`config.mk`:
```
export PLATFORM = sky130hd
export DESIGN_NAME = ahb_master_arbiter
export DESIGN_NICKNAME = d
export VERILOG_FILES = /design/src/rtl/ahb_master_arbiter.sv
export SDC_FILE = /design/constraint.sdc
export NUM_CORES = 1
export LEC_CHECK = 0
export ABC_AREA = 1
export CORE_AREA = 2 2 219 221
export CTS_BUF_LIST = sky130_fd_sc_hd__clkbuf_8 sky130_fd_sc_hd__clkbuf_16
export CTS_CLUSTER_DIAMETER = 80
export DETAILED_ROUTE_END_ITERATION = 7
export DIE_AREA = 0 0 221 223
export GPL_TIMING_DRIVEN = 1
export PLACE_DENSITY_LB_ADDON = 0.2
export SYNTH_ARGS = -nofsm -noshare
export SYNTH_HDL_FRONTEND = slang
export SYNTH_SLANG_ARGS = --single-unit
```
`constraint.sdc`:
```
create_clock -name hclk -period 2.32 [get_ports hclk]
set_input_delay 0.464 -clock hclk [delete_from_list [all_inputs] [get_ports hclk]]
set_output_delay 0.464 -clock hclk [all_outputs]
set_load 0.01 [all_outputs]
```
`src/rtl/ahb_master_arbiter.sv`:
```
// Round-robin arbiter sharing one AHB-Lite master port between NB_MASTERS requesters,
// with data-phase ownership tracking and a per-master buffer for handover overlap.
module ahb_master_arbiter #(
  parameter int unsigned NB_MASTERS     = 4,
  parameter int unsigned AHB_DATA_WIDTH = 32,
  parameter int unsigned AHB_ADDR_WIDTH = 32,
  localparam int unsigned MW            = $clog2(NB_MASTERS)
) (
  input  logic                                          hclk,
  input  logic                                          hreset,
  input  logic [NB_MASTERS-1:0][AHB_ADDR_WIDTH-1:0]     m_haddr_i,
  input  logic [NB_MASTERS-1:0][AHB_DATA_WIDTH-1:0]     m_hwdata_i,
  input  logic [NB_MASTERS-1:0][1:0]                    m_htrans_i,
  input  logic [NB_MASTERS-1:0][2:0]                    m_hsize_i,
  input  logic [NB_MASTERS-1:0][2:0]                    m_hburst_i,
  input  logic [NB_MASTERS-1:0][3:0]                    m_hprot_i,
  input  logic [NB_MASTERS-1:0]                         m_hwrite_i,
  input  logic [NB_MASTERS-1:0]                         m_hmastlock_i,
  output logic [NB_MASTERS-1:0]                         m_hready_o,
  output logic [NB_MASTERS-1:0]                         m_hresp_o,
  output logic [NB_MASTERS-1:0][AHB_DATA_WIDTH-1:0]     m_hrdata_o,
  output logic [AHB_ADDR_WIDTH-1:0]                     s_haddr_o,
  output logic [1:0]                                    s_htrans_o,
  output logic [2:0]                                    s_hsize_o,
  output logic [2:0]                                    s_hburst_o,
  output logic [3:0]                                    s_hprot_o,
  output logic                                          s_hwrite_o,
  output logic                                          s_hmastlock_o,
  output logic                                          s_hsel_o,
  output logic [AHB_DATA_WIDTH-1:0]                     s_hwdata_o,
  output logic                                          s_hready_o,
  input  logic                                          s_hreadyout_i,
  input  logic                                          s_hresp_i,
  input  logic [AHB_DATA_WIDTH-1:0]                     s_hrdata_i,
  output logic [MW-1:0]                                 hmaster_o
);

  localparam logic [1:0] HT_BUSY   = 2'b01;
  localparam logic [1:0] HT_NONSEQ = 2'b10;
  localparam logic [1:0] HT_SEQ    = 2'b11;
  localparam logic [2:0] HB_SINGLE = 3'b000;

  logic [MW-1:0]                             gnt_q, gnt_d, rr_q, rr_d, down_q, down_d;
  logic [MW-1:0]                             winner, scan;
  logic                                      dvld_q, dvld_d, hold, found;
  logic [NB_MASTERS-1:0]                     pend_q, pend_d, presp_q, presp_d;
  logic [NB_MASTERS-1:0][AHB_DATA_WIDTH-1:0] pdata_q, pdata_d;
  logic [NB_MASTERS-1:0]                     req, is_gnt, is_down;
  logic [1:0]                                gtrans;

  // Address-phase mux follows the grant; write data follows the data-phase owner.
  assign s_haddr_o     = m_haddr_i[gnt_q];
  assign s_htrans_o    = m_htrans_i[gnt_q];
  assign s_hsize_o     = m_hsize_i[gnt_q];
  assign s_hburst_o    = m_hburst_i[gnt_q];
  assign s_hprot_o     = m_hprot_i[gnt_q];
  assign s_hwrite_o    = m_hwrite_i[gnt_q];
  assign s_hmastlock_o = m_hmastlock_i[gnt_q];
  assign s_hsel_o      = 1'b1;
  assign s_hwdata_o    = m_hwdata_i[down_q];
  assign s_hready_o    = s_hreadyout_i;
  assign hmaster_o     = gnt_q;

  always_comb begin
    req     = '0;
    is_gnt  = '0;
    is_down = '0;
    for (int unsigned i = 0; i < NB_MASTERS; i++) begin
      req[i]     = m_htrans_i[i][1];
      is_gnt[i]  = (gnt_q == MW'(i));
      is_down[i] = dvld_q && (down_q == MW'(i));
    end
  end

  // Grant is held through bursts and locked sequences of the current owner.
  always_comb begin
    gtrans = m_htrans_i[gnt_q];
    hold   = (gtrans == HT_BUSY) || (gtrans == HT_SEQ) ||
             ((gtrans == HT_NONSEQ) && (m_hburst_i[gnt_q] != HB_SINGLE)) ||
             m_hmastlock_i[gnt_q];
  end

  // Round-robin scan starting just after the last winner.
  always_comb begin
    winner = gnt_q;
    found  = 1'b0;
    scan   = '0;
    for (int unsigned k = 1; k <= NB_MASTERS; k++) begin
      scan = MW'((32'(rr_q) + k) % NB_MASTERS);
      if (!found && req[scan]) begin
        found  = 1'b1;
        winner = scan;
      end
    end
  end

  always_comb begin
    gnt_d      = gnt_q;
    rr_d       = rr_q;
    dvld_d     = dvld_q;
    down_d     = down_q;
    pend_d     = pend_q;
    pdata_d    = pdata_q;
    presp_d    = presp_q;
    m_hready_o = '1;
    m_hresp_o  = '0;
    m_hrdata_o = {NB_MASTERS{s_hrdata_i}};

    if (s_hreadyout_i) begin
      if (!hold && found) begin
        gnt_d = winner;
        rr_d  = winner;
      end
      dvld_d = req[gnt_q];
      down_d = gnt_q;
    end

    // A data-phase owner that lost the grant but already queued its next address
    // gets its completion buffered and replayed when it is granted again.
    for (int unsigned i = 0; i < NB_MASTERS; i++) begin
      if (pend_q[i] && is_gnt[i]) begin
        m_hready_o[i] = s_hreadyout_i;
        m_hresp_o[i]  = presp_q[i];
        m_hrdata_o[i] = pdata_q[i];
        if (s_hreadyout_i) pend_d[i] = 1'b0;
      end else if (pend_q[i]) begin
        m_hready_o[i] = 1'b0;
        m_hresp_o[i]  = presp_q[i];
        m_hrdata_o[i] = pdata_q[i];
      end else if (is_down[i] && !is_gnt[i] && req[i]) begin
        m_hready_o[i] = 1'b0;
        if (s_hreadyout_i) begin
          pend_d[i]  = 1'b1;
          pdata_d[i] = s_hrdata_i;
          presp_d[i] = s_hresp_i;
        end
      end else if (is_down[i]) begin
        m_hready_o[i] = s_hreadyout_i;
        m_hresp_o[i]  = s_hresp_i;
      end else if (is_gnt[i]) begin
        m_hready_o[i] = s_hreadyout_i;
      end else begin
        m_hready_o[i] = !req[i];
      end
    end
  end

  always_ff @(posedge hclk) begin
    if (hreset) begin
      gnt_q   <= '0;
      rr_q    <= '0;
      dvld_q  <= 1'b0;
      down_q  <= '0;
      pend_q  <= '0;
      pdata_q <= '0;
      presp_q <= '0;
    end else begin
      gnt_q   <= gnt_d;
      rr_q    <= rr_d;
      dvld_q  <= dvld_d;
      down_q  <= down_d;
      pend_q  <= pend_d;
      pdata_q <= pdata_d;
      presp_q <= presp_d;
    end
  end

endmodule

```
# [Yosys cells after proc, flatten, opt, wreduce, memory -nomap -nowiden]
# Cells that the tools add are included.
[classes] bitwise_logic=8 n_addsub=4 reduce_logical=45 n_lt_le_gt_ge=6 n_eq_ne=13 muxes=92
[ops] cell="$mux 32" count=10
[ops] cell="$bmux 32 s2" count=2
[ops] cell="$mux 1" count=61
[ops] cell="$logic_and 1x1->1" count=21
[ops] cell="$lt 2x3->1 const B" count=6
[ops] cell="$reduce_and 4->1" count=4
[ops] cell="$bmux 1 s2" count=7
[ops] cell="$bmux 3 s2" count=2
[ops] cell="$eq 2x2->1 const B" count=6
[ops] cell="$logic_not 1->1" count=12
[ops] cell="$mux 2" count=5
[ops] cell="$bmux 4 s2" count=1
[ops] cell="$ne 2x2->1 const B" count=4
[ops] cell="$not 1->1" count=8
[ops] cell="$eq 2x1->1 const B" count=3
[ops] cell="$mux 3" count=2
[ops] cell="$add 2x1->2 const B" count=2
[ops] cell="$add 2x2->2 const B" count=2
[ops] cell="$bmux 2 s2" count=1
[ops] cell="$logic_not 2->1" count=2
[ops] cell="$mux 4" count=1
[ops] cell="$reduce_bool 4->1" count=1
[ops] cell="$logic_or 1x1->1" count=3
[ops] cell="$reduce_and 3->1" count=1
[ops] cell="$reduce_bool 3->1" count=1
[totals] out_inout_bits=218 word_cells=183 input_bits=348 ff_bits=141

# [Longest topological paths before layout]
# Gate-level depths: netlist of run 1.
[depth] depth_word=15 mapped_depth=15 ltp_nobuf=11

# [Worst setup path after synthesis of run 1]
# Ideal clock, no wire load.
[synth_path] kind="register -> register" start="register, netlist name rr_q[0]" end="register pdata_q[23] (netlist name)" n_path_buf=5 required_ns=2.188 setup_time_ns=0.132 stages_incl_launch_ff=14 path_slack_ns=-0.223 t_arrival_ns=2.410 period_less_slack_ns=2.543 path_cell_list="dfxtp_1 -> buf_2 -> inv_1 -> buf_4 -> buf_2 -> buf_2 -> ha_1 -> inv_1 -> nand2_1 -> nor4_4 -> nand2_4 -> clkbuf_8 -> nand2_1 -> a21oi_1"
[synth_rtl] element="end signal, assigned" line="163" text="pdata_q <= pdata_d;"
[synth_rtl] element="end, declared" line="47" text="logic [NB_MASTERS-1:0][AHB_DATA_WIDTH-1:0] pdata_q, pdata_d;"

==> results of run 1 <==
==> kinds of logic (layout without fill, tap and decap cells) <==
group,Yosys count,in the layout,synth area share (%)
adders and majority gates,4,4,0.573
and+or+nand+nor,589,589,27.4
DFF,141,141,32.3
buffers and inverters,187,831,9.35
AOI/OAI and AO/OA,455,455,30.3
other,1,4,0.0429
==> registers in the layout (all words and copies together) (netlist names) <==
name,cells
down_q,2
rr_q,2
pdata_q,128
presp_q,4
dvld_q,1
pend_q,4
==> critical path, delay by kind of cell (launching register included) <==
kind	cells	cell delay, ns
compound gates	1	0.10
flops	1	0.37
buf+inv	6	0.82
simple gates	1	0.12
==> worst max path at each step <==
| stage | slack (ns) | from | to | depth (start not counted) |
|---|---|---|---|---|
| 2_1_floorplan | 0.01 | rr_q[0] | pdata_q[23] | 13 |
| 3_3_place_gp | -0.36 | s_hreadyout_i | m_hready_o[0] | 5 |
| 3_5_place_dp | -0.35 | s_hreadyout_i | m_hready_o[0] | 5 |
| 4_1_cts | -0.11 | rr_q[0] | s_haddr_o[17] | 7 |
| 5_1_grt | -0.05 | rr_q[0] | s_haddr_o[28] | 8 |
| 6_report | 0.01 | rr_q[0] | s_haddr_o[28] | 8 |
==> repair_timing <==
item / in CTS / in global routing
endpoints found under the setup margin: 177 / 89
cloned: 12 / 6
resized for setup: 393 / 137
pin swaps: 16 / 19
buffers inserted: 14 / 3
==> Yosys cell counts, types with 2 or more instances <==
library cell  number
inv_2              2
o21ai_0          229
nor2_2             2
buf_6              7
nand4_1            4
o22ai_1           40
clkbuf_1          86
nand3_1          109
a211oi_1          57
a211oi_2           6
ha_1               4
buf_2             21
inv_1             62
a21oi_1           70
a22oi_1           48
nor3_1             4
buf_4              7
nand2_1          304
nor2_1           164
dfxtp_1          141
a31o_2             3
==> per-layer routing <==
| metal | vias up | share of wire, % | global-route usage (%) |
|---|---|---|---|
| li1 | 6014 | - | - |
| met1 | 5814 | 40 | 24.6 |
| met2 | 451 | 50 | 36.5 |
| met3 | 65 | 6.3 | 4.40 |
| met4 | 4 | 3.7 | 8.68 |
| met5 | - | 0.042 | 0 |
==> power groups by stage <==
stage	registers [mW]	logic [mW]	clock network, mW
3_3_place_gp	2.51	2.59	0
5_1_grt	2.46	2.82	2.73
4_1_cts	2.45	2.63	2.63
3_5_place_dp	2.51	2.60	0
6_report	2.46	2.66	2.53
2_1_floorplan	2.51	0.796	0
==> cell type report <==
type,count,area [um^2],area share (%)
clock buffers,20,467,2.69
multi-input cells,1049,5440,31.3
diodes,3,7.51,0.0433
inverters,65,263,1.51
repair buffers,734,7490,43.1
clock inverters,12,72.6,0.418
well taps,615,769,4.43
flip-flops and latches,141,2850,16.4
==> flow_summary.toml, run 1 <==
[timing]
period_share_pct = 99.5
fmax_mhz = 433
worst_slew_pin_slew_ns = 0.540
whs_ns = 0.456
clock_skew_ns = 0.00916
rsz0062_at_grt = "true"
relSlewSlack_pct = 64.0
post-route-min-period_ns = 2.31
setup_ws_ns = 0.0107
slew_violations = 0
tns_ns = 0
hold_viol_final = 0
finalSetupViolCount = 0

[min_path]
holdPathEnd = "presp_q[3]"
hp-start = "hreset"
hp-class = "input pin to flip-flop"
hold_path_depth = 2

[synth]
syn_nets = 1729
async_flop_share_pct = 0
synth_area_leaders = "dfxtp_1 (32%), o21ai_0 (13%), nand2_1 (13%)"
yosys_most_used_dff = "dfxtp_1"
synthesis.area_mm2 = 0.00874
yosys.area.top_type_share_pct = 32.3
postSynthCellCount = 1377
yosysUniqueCellTypes = 28
synth_area_leader_cell = "dfxtp_1"
synth_edf_count = 0
syn_area_per_cell_um2 = 6.35
ys_seq_elements = 141
seq_area_frac_synth_pct = 32.3
ys_warn_count = 0

[placed_design]
gp_congestion = 0.827
place_area_mm2 = 0.0159
io_buffer_count = 564
hpwlAfterDp_um = 39500
pre_cts_slack_ns = -0.347
dp.cells = 2569

[worst_setup_path]
cp_max_fo = 7
reg2reg_to = "pdata_q[26]"
critPathKind = "flip-flop to output port"
r2r_cells = 11
r2r_setup_slack_ns = 0.31
endpoint_kind = "output port"
critPathLaunchType = "flip-flop"
crit_top_cell = "buf_12"
cp_cell_sequence = "buf_12 > buf_12 > buf_16 > buf_12 > buf_12 > nor2_1 > o22ai_2 > buf_6"
arrival_ns = 1.85
r2r_start = "rr_q[0]"
max_stage_delay_ns = 0.37
cp.required_ns = 1.86
slowest_stage = "dfxtp_4"

[drt]
first_pass_iters = 5
viasPerCell = 4.68
drc = 0
drtAntennaViolNets = 0
wl_per_cell_um = 20.8
first_iter_violations = 823
via_count = 12300
finalWirelength_um = 54800

[clocking]
cts_buffers = 17
root_buffer = "clkbuf_16"
clk_pin_slew_ns = 0.06
cts_tree = "built"
clk_latency_ns = 0.42
cts.path.max_buffers = 2
htree_levels = 4
cts_sinks = 141
hold_buffers = 0

[power]
clkPwrFrac_pct = 33.1
p_sw_mw = 2.36
combPwrFrac_pct = 34.7
pwr-share-seq_pct = 32.1
p_leak_nw = 6.98
power_density_mw_per_mm2 = 440
power.internal_mw = 5.28
peakVddDrop_uv = 466
total_power_mw = 7.64
switching_share_pct = 30.9

[cells_and_area]
fill_cells = 5007
final_common_cell = "clkdlybuf4s50_1"
post-route-util_pct = 36.8
final_cell_mix = "clkdlybuf4s50_1 (354), nand2_1 (293), o21ai_0 (166)"
flow.area_growth_from_synthesis_pct = 98.6
fin_nets = 2360
drive_above_1_share_pct = 18.5
finalNonFillerCells = 2639
final_area_mm2 = 0.0174

[global_route]
grt_pass1_vias = 12100
grt_max_degree = 101
grt_pass1_wl_um = 77100
antenna_found_initial = 7
gr-total-overflow = 0
grt_use_total_pct = 20.8

[floorplanning]
rows = 80
dieWidth_um = 221
fp.dieH_um = 223
core_area_mm2 = 0.0471
initial_core_util_pct = 18.5
dieArea_mm2 = 0.0493
num_io_pins = 566

[flow_run]
cap_violations = 0

[run_status]
outcome = "finished clean"
Note: power is estimated with default switching activity, not from simulation.
==> inputs of run 2 (changes only) <==
--- a/config.mk
+++ b/config.mk
@@ -16,3 +16,4 @@
 export SYNTH_ARGS = -nofsm -noshare
 export SYNTH_HDL_FRONTEND = slang
 export SYNTH_SLANG_ARGS = --single-unit
+export TNS_END_PERCENT = 20
==> run 2 against run 1 <==
- fmax is 0.79% higher
- hold slack better by 0.0034 ns
- first-iteration DRC count is 12% lower
- register-to-register slack got worse by 0.02 ns
- cell count down 0.34%
- sequential power hardly changed
- clock-buffer cell count stayed put
- critical endpoint is now s_hburst_o[0]
- largest power group unchanged
==> flow_summary.toml, run 2 (synthesis results as in run 1) <==
[run_status]
outcome = "finished clean"

[flow_run]
cap_violations = 0

[worst_setup_path]
cp_cell_sequence = "buf_4 > buf_12 > nand2_1 > nand3_2 > nand2_4 > inv_1 > dlygate4sd2_1"
endpoint_kind = "output port"
arrival_ns = 1.83
crit_buf_inv = 4
cp_max_fo = 7
r2r_setup_slack_ns = 0.29
r2r_start = "rr_q[0]"
path_delay_family = "buffers and inverters"
slowest_stage = "dfxtp_4"
cp.required_ns = 1.86
critPathKind = "flip-flop to output port"
max_stage_delay_ns = 0.39
crit_start = "rr_q[0]"
critPathLaunchType = "flip-flop"

[timing]
setup_ws_ns = 0.0287
fmax_mhz = 436
hold_viol_final = 0
slew_violations = 0
rsz0062_at_grt = "true"
worst_slew_pin_slew_ns = 0.534
tns_ns = 0
clock_skew_ns = 0.0135
finalSetupViolCount = 0
relSlewSlack_pct = 64.4
post-route-min-period_ns = 2.29
period_share_pct = 98.8

[drt]
viasPerCell = 4.63
drtAntennaViolNets = 0
drc = 0
first_iter_violations = 724
first_pass_iters = 7
finalWirelength_um = 53800
via_count = 12200
wl_per_cell_um = 20.4

[placed_design]
pre_cts_slack_ns = -0.347
hpwlAfterDp_um = 39500
io_buffer_count = 564
gp_congestion = 0.827

[power]
p_leak_nw = 6.90
total_power_mw = 7.58
power_density_mw_per_mm2 = 444
peakVddDrop_uv = 464

[cells_and_area]
reg_top3 = "pdata_q (128), pend_q (4), presp_q (4)"
final_cell_mix = "clkdlybuf4s50_1 (367), nand2_1 (294), o21ai_0 (188)"
fin_nets = 2351
largest_reg_flops = 128
drive_above_1_share_pct = 16.9
regMostFlops = "pdata_q"
fill_cells = 5010
final_common_cell = "clkdlybuf4s50_1"
flow.area_growth_from_synthesis_pct = 95.3

[global_route]
antenna_found_initial = 7
grt_pass1_wl_um = 74700
grt_use_total_pct = 20.0
gr-total-overflow = 0
grt_max_degree = 101
grt_pass1_vias = 11900

[clocking]
htree_levels = 4
root_buffer = "clkbuf_16"
clk_latency_ns = 0.42
cts_buffers = 17
cts_sinks = 141
cts_tree = "built"
cts.path.max_buffers = 2
clk_pin_slew_ns = 0.07

[floorplanning]
initial_core_util_pct = 18.5
core_area_mm2 = 0.0471
dieWidth_um = 221
dieArea_mm2 = 0.0493
fp.dieH_um = 223
num_io_pins = 566
rows = 80

[min_path]
hp-start = "hreset"
hp-class = "input pin to flip-flop"
[run 2: cell types whose count changed in the layout (fill, tap and decap cells not counted), moves of 3 or more]
cell,previous run,this run
buf_12,32,29
buf_2,30,27
buf_8,6,3
bufbuf_16,8,4
clkdlybuf4s50_1,354,367
dlygate4sd2_1,109,88
dlymetal6s2s_1,28,36
nor2_1,153,160
nor2_2,11,5
o21ai_0,166,188
o21ai_1,48,37
o21ai_2,14,4
[run 2: power by group]
part           switching, mW  total [mW]  leakage [nW]  internal [mW]
registers             0.0192        2.46          1.14           2.44
logic                   1.21        2.59          5.48           1.37
clock network           1.10        2.53         0.270           1.44
total                   2.33        7.58          6.90           5.25
[run 2: worst paths after layout]
path / to / cells after the start
max: s_hburst_o[0] / 7
min reg2reg: pdata_q[114] / 2
max reg2reg: pdata_q[26] / 11
min: presp_q[3] / 2
[run 2: layout make-up]
type,count,area [um^2],share of cell area [%]
flip-flops and latches,141,2850,16.7
multi-input cells,1049,5320,31.2
clock inverters,12,72.6,0.425
diodes,3,7.51,0.0440
clock buffers,20,467,2.73
well taps,615,769,4.51
inverters,65,256,1.50
repair buffers,725,7320,42.9
[run 2: layer usage]
metal | wire, um | up-vias | track usage, % | part of all wire [%]
li1 | - | 5980 | - | -
met1 | 21800 | 5691 | 23.7 | 41
met2 | 26600 | 443 | 34.7 | 49
met3 | 3170 | 64 | 4.48 | 5.9
met4 | 2180 | 4 | 8.68 | 4.1
met5 | 23 | - | 0 | 0.043
[run 2: worst reg2reg max path: cells and delay by family, from the launching register on]
kind | cells | cell delay (ns)
compound gates | 1 | 0.05
fa+ha+maj | 1 | 0.20
buf+inv | 5 | 0.65
flops | 1 | 0.42
simple gates | 4 | 0.58
[run 2: what timing repair did]
item,CTS,global route
gates resized for setup,321,123
endpoints found under the setup margin,177,110
hold buffers,0,0
pin swaps,10,7
setup buffers,5,7
cloned,8,6
[run 2: per-stage QoR]
stage                     instance area, um^2  utilization, %  hold slack, ns  instances
after detailed placement                15900            33.7           0.454       2569
after CTS                               16700            35.4           0.423       2614
after global placement                  15900            33.7           0.448       2569
final                                   17100            36.2           0.460       2630
after floorplan                          8770               -           0.439       1377
after global routing                    17100            36.2           0.448       2630
